**src/rtl/pc_unit.sv**
```systemverilog
// pc_unit: parametrised program counter with next-PC selection
// (stall / ret / call / jump / branch / sequential), a return-address
// stack, and registered HALTED / FAULT terminal states.
// All state advances on the falling edge of clk; reset is asynchronous, active-high.
module pc_unit #(
    parameter int WIDTH       = 8,
    parameter int INC         = 1,
    parameter int HALT_ADDR   = 255,
    parameter int RESET_ADDR  = 0,
    parameter int STACK_DEPTH = 4,
    parameter int SP_W        = 3
) (
    input  logic             clk,
    input  logic             reset,
    input  logic             stall,
    input  logic             branch_taken,
    input  logic [WIDTH-1:0] branch_target,
    input  logic             jump,
    input  logic             call,
    input  logic             ret,
    input  logic [WIDTH-1:0] jump_target,
    output logic [WIDTH-1:0] pc,
    output logic [WIDTH-1:0] pc_next_seq,
    output logic             halted,
    output logic             fault,
    output logic [SP_W-1:0]  sp
);

    typedef enum logic [1:0] {
        ST_RUN    = 2'd0,
        ST_HALTED = 2'd1,
        ST_FAULT  = 2'd2
    } state_e;

    // The stack array is sized to the full pointer range so sp indexes it
    // exactly; entries at or above STACK_DEPTH are never written.
    localparam int STK_N = 1 << SP_W;

    state_e           state_q, state_d;
    logic [WIDTH-1:0] pc_q, pc_d;
    logic [SP_W-1:0]  sp_q, sp_d;
    logic [WIDTH-1:0] stack_q [STK_N];
    logic [WIDTH-1:0] stack_d [STK_N];

    logic [WIDTH-1:0] cand;
    logic [SP_W-1:0]  sp_cand;
    logic [SP_W-1:0]  sp_dec;
    logic             do_push;
    logic             do_fault;

    assign sp_dec      = sp_q - SP_W'(1);
    assign pc_next_seq = pc_q + WIDTH'(INC);

    // Next-state selection: priority mux, fault detection and halt check.
    always_comb begin
        // NOTE: every signal assigned here gets a default first, so no path
        // leaves a value unassigned and no latch is inferred.
        state_d  = state_q;
        pc_d     = pc_q;
        sp_d     = sp_q;
        stack_d  = stack_q;
        cand     = pc_next_seq;
        sp_cand  = sp_q;
        do_push  = 1'b0;
        do_fault = 1'b0;

        if (state_q == ST_RUN && !stall) begin
            if (ret) begin
                if (sp_q == '0) begin
                    do_fault = 1'b1;
                end else begin
                    cand    = stack_q[sp_dec];
                    sp_cand = sp_dec;
                end
            end else if (call) begin
                if (sp_q == SP_W'(STACK_DEPTH)) begin
                    do_fault = 1'b1;
                end else begin
                    cand    = jump_target;
                    sp_cand = sp_q + SP_W'(1);
                    do_push = 1'b1;
                end
            end else if (jump) begin
                cand = jump_target;
            end else if (branch_taken) begin
                cand = branch_target;
            end

            if (do_fault) begin
                state_d = ST_FAULT;
            end else if (cand == WIDTH'(HALT_ADDR)) begin
                // Halting discards the pc update and any push or pop.
                state_d = ST_HALTED;
            end else begin
                pc_d = cand;
                sp_d = sp_cand;
                if (do_push) begin
                    stack_d[sp_q] = pc_next_seq;
                end
            end
        end
    end

    // Control state register: pc, sp and run state, async reset.
    always_ff @(negedge clk or posedge reset) begin
        // NOTE: sequential state uses non-blocking assignments only, so all
        // flops sample the values computed before this edge.
        if (reset) begin
            state_q <= ST_RUN;
            pc_q    <= WIDTH'(RESET_ADDR);
            sp_q    <= '0;
        end else begin
            state_q <= state_d;
            pc_q    <= pc_d;
            sp_q    <= sp_d;
        end
    end

    // Return-address storage.
    always_ff @(negedge clk) begin
        // NOTE: stack contents are not reset; sp=0 marks every entry invalid,
        // so a reset network here would only cost area.
        stack_q <= stack_d;
    end

    assign pc     = pc_q;
    assign sp     = sp_q;
    assign halted = (state_q == ST_HALTED);
    assign fault  = (state_q == ST_FAULT);

endmodule

```
**config.mk**
```make
export PLATFORM = sky130hd
export DESIGN_NAME = pc_unit
export DESIGN_NICKNAME = d
export VERILOG_FILES = /design/src/rtl/pc_unit.sv
export SDC_FILE = /design/constraint.sdc
export NUM_CORES = 1
export LEC_CHECK = 0
export CAP_MARGIN = 20
export CORE_MARGIN = 5
export CORE_UTILIZATION = 40
export DETAILED_ROUTE_END_ITERATION = 7
export GPL_TIMING_DRIVEN = 0
export PLACE_DENSITY_LB_ADDON = 0.15
export RECOVER_POWER = 100
export SETUP_SLACK_MARGIN = 0.4
export SYNTH_ARGS = -nofsm -noshare
export SYNTH_HDL_FRONTEND = slang
export SYNTH_SLANG_ARGS = --single-unit
```
**constraint.sdc**
```tcl
create_clock -name clk -period 4.5 [get_ports clk]
set_input_delay 0.9 -clock clk [delete_from_list [all_inputs] [get_ports clk]]
set_output_delay 0.9 -clock clk [all_outputs]
set_load 0.02 [all_outputs]
```
After elaboration in Yosys (flattened, before gate mapping)
Index checks and enable logic that the tools add are counted.
{ "totals": {"ff_bits": 77, "input_bits": 23, "out_inout_bits": 21, "word_cells": 66} }
{ "op_classes": {"add_sub_neg": 3, "order_cmp": 3, "eq_ne": 6, "mux": 28, "bitwise": 4, "reduce_logical": 11} }
{ "ops": {"columns": ["operator", "count"], "rows": [
  ["8-bit two-way mux", 10],
  ["64-bit bitwise mux", 1],
  ["8-bit binary-select mux with 3-bit select", 1],
  ["8-bit demux with 3-bit select", 1],
  ["3-bit two-way mux", 4],
  ["1-bit two-way mux", 9],
  ["8-bit by 1-bit adder with 8-bit output, second input constant", 1],
  ["8-bit == test, second input constant", 1],
  ["4-bit greater-or-equal comparator, second input constant", 2],
  ["3-bit inverter with 4-bit output", 2],
  ["6-bit AND reduction", 1],
  ["4-bit by 1-bit less-than comparator with 1-bit output, second input constant", 1],
  ["2-bit two-way mux", 2],
  ["2-bit != test, second input constant", 2],
  ["4-bit AND reduction", 1],
  ["2-bit nonzero test", 2],
  ["3-bit by 1-bit adder with 3-bit output, second input constant", 1],
  ["3-bit == test, second input constant", 1],
  ["3-bit logical NOT", 1],
  ["3-bit AND reduction", 1],
  ["3-bit by 1-bit subtractor with 3-bit output, second input constant", 1],
  ["2-bit by 1-bit == test with 1-bit output, second input constant", 1],
  ["2-bit == test, second input constant", 1],
  ["1-bit logical AND", 2],
  ["other kinds (4)", 5]
]} }

Logic depth before layout (Yosys ltp)
{ "logic_depth": {"depth_word": 11, "ltp_mapped": 13} }

==> reports/results.ini <==
[global_route]
grt_pass1_vias = 3665
grt_max_degree = 15
grt_usage_pct = 22.2
grt.overflow.total = 0
antenna_found_initial = 0
grt_pass1_wl_um = 19300

[floorplanning]
start_util_pct = 40.6
die_w_um = 109
die-height_um = 109
core.rowCount = 36
ioPinCount = 44
coreArea_um2 = 9640
dieArea_um2 = 11900

[critical_path]
critPathLaunchType = input pin
crit_type = input pin to flop
crit_path_max_fanout = 6
cp-end-kind = flop
cp.arrival_ns = 3.15
required_ns = 2.44

[layout]
syn2layout_area_growth_pct = 57.7
final_common_cell = inv_1
fillCellCount = 759
multi_input_area_um2 = 2000
drive_gt1_share_pct = 39.5
antenna-diode-count = 0
final_util_pct = 64.0
seq_area_um2 = 2250
final_area_um2 = 6170
final_cell_mix = 73 x inv_1, 64 x edfxtp_1, 44 x buf_4
final_nets = 516

[clock_tree]
clk_latency_ns = 0.40
cts_tree = done
clk_pin_slew_worst_paths_ns = 0.06
clock-sinks = 77
clockRootBuffer = clkbuf_8
cts_buffer_depth = 2
htree_levels = 3
numCtsBuffers = 9

[synth]
syn_area_um2 = 3920
yosysTopAreaCell = edfxtp_1
yosysUniqueCellTypes = 67
synth.area.top_cells = edfxtp_1 49%, dfrtn_1 8.3%, mux4_2 6.9%, mux2i_1 2.6%, nand2_1 1.8%
yosys_register_bits = 77
synth_area_per_cell_um2 = 13.6
synthFlopType = edfxtp_1
yosysTopAreaCellShare_pct = 49.1
ys_async_sr_fraction_pct = 16.9
synth_fp_nets = 314
seq_area_frac_synth_pct = 57.4
synth_cells = 287
synth_edf_count = 64
synth_warnings = 0

[timing]
fin_tns_setup_ns = -51.15
whs_ns = 0.568
skew_ns = 0.0656
grt_setup_unrepaired = yes
slew_headroom_pct = 28.3
finalMaxSlewViolations = 0
setup_violations = 84
tightest_slew_ns = 1.08
hold_viol = 0
setup_slack_ns = -0.713

[detailed_routing]
drc_errors = 0
wire_per_inst_um = 21.8
via_per_inst = 5.56
routed_wl_um = 13700
initialDrtViolationCount = 202
dr.pass1.iters = 6
drtAntennaViolNets = 0
vias = 3488

[pwr]
pwr-share-comb_pct = 11.9
leakage_uw = 0.00254
switchingPower_uw = 543
p_int_uw = 1220
p_clk_share_pct = 43.3
p_total_uw = 1760
netSwitchingFraction_pct = 30.8
power.density_nw_per_um2 = 285
max-vdd-ir-drop_v = 0.000251
seqPwrFrac_pct = 44.8

[place]
portBuffers = 41
hpwlAfterDp_um = 7520
dpl_cell_area_um2 = 4830
place_congestion = 0.823

[status]
violations = setup timing
status = finished with violations

[run]
maxCapViolations = 0

[min_path]
hold_path_class = flop to flop

## layout make-up
class / instances / area share [%]
sequential: 77 / 36.4
tap: 133 / 2.70
inverter: 14 / 0.953
timing repair buffer: 127 / 17.7
clock inverter: 71 / 5.31
buffer: 16 / 2.43
multi-input combinational: 180 / 32.5
clock buffer: 9 / 2.01
## worst max-delay path: stages
cell       delay [ns]
buf_12           0.10
or3_4            0.39
a21oi_2          0.20
a2bb2oi_2        0.24
o32a_1           0.25
nand4_4          0.18
buf_6            0.18
o31a_1           0.25
buf_6            0.15
mux2_4           0.30
## cells in the mapped netlist (3+ instances only)
master and number:
a2111oi_0 4, a21oi_1 8, a2bb2oi_1 3, and2_1 4
and3_1 4, buf_2 6, buf_4 4, buf_6 4
dfrtn_1 13, edfxtp_1 64, ha_1 4, inv_1 13
mux2_4 3, mux2i_1 10, mux4_2 12, nand2_1 19
nand3_1 11, nor2_1 8, nor2b_1 4, nor3_1 6
nor4_1 10, o211ai_1 3, o21ai_0 7, o311ai_0 4
or3_1 4, xnor2_1 4
## kinds of logic after synthesis
logic type	count (synthesis)	synth area share (%)
and+or+nand+nor	84	12.1
buffers and inverters	31	4.31
adders and majority gates	4	1.28
AOI/OAI and AO/OA	56	11.3
DFF	77	57.4
xor gates and xnor gates	8	2.46
muxes	27	11.2
## power groups by stage
stage / clock network (uW) / registers, uW / logic (uW)
after floorplan: 86.0 / 809 / 77.6
after global placement: 86.0 / 806 / 144
after detailed placement: 86.0 / 806 / 144
after CTS: 794 / 789 / 201
after global routing: 884 / 787 / 220
final: 764 / 789 / 209
## timing repair
action	in CTS	in global routing
buffers inserted	66	19
gates resized for setup	190	42
hold buffers	0	0
cloned	1	0
endpoints found under the setup margin	98	97
pin swaps	37	27
## stage by stage
step	instances	setup WS [ns]
6_report	627	-0.713
5_1_grt	627	-0.740
4_1_cts	608	-0.619
3_5_place_dp	462	-2.04
3_3_place_gp	461	-2.23
2_1_floorplan	287	-0.954
## worst paths after layout
check / endpoint / start / slack [ns] / cells past startpoint
setup / recovery: pc[1] / branch_taken / -0.71 / 10
hold / removal: state_q[1] / state_q[1] / 0.57 / 2
hold reg to reg: state_q[1] / state_q[1] / 0.57 / 2
max in group asynchronous: pc[6] / reset / 0.89 / 2
setup reg to reg: stack_q[28] / sp[0] / 0.39 / 15
min in group asynchronous: pc[3] / reset / 3.21 / 2
## sequential cells by signal (all words and copies together) (netlist names)
name,flops
state_q,2
pc,8
sp,3
stack_q,64
## metal layers
| layer | up-vias | GRT usage, % | routed length (um) |
|---|---|---|---|
| met4 | 0 | 10.9 | 654 |
| met1 | 1689 | 27.9 | 5250 |
| met3 | 55 | 6.10 | 1020 |
| li1 | 1561 | - | - |
| met5 | - | 0 | 0 |
| met2 | 183 | 35.3 | 6750 |
(Power assumes the default switching activity.)
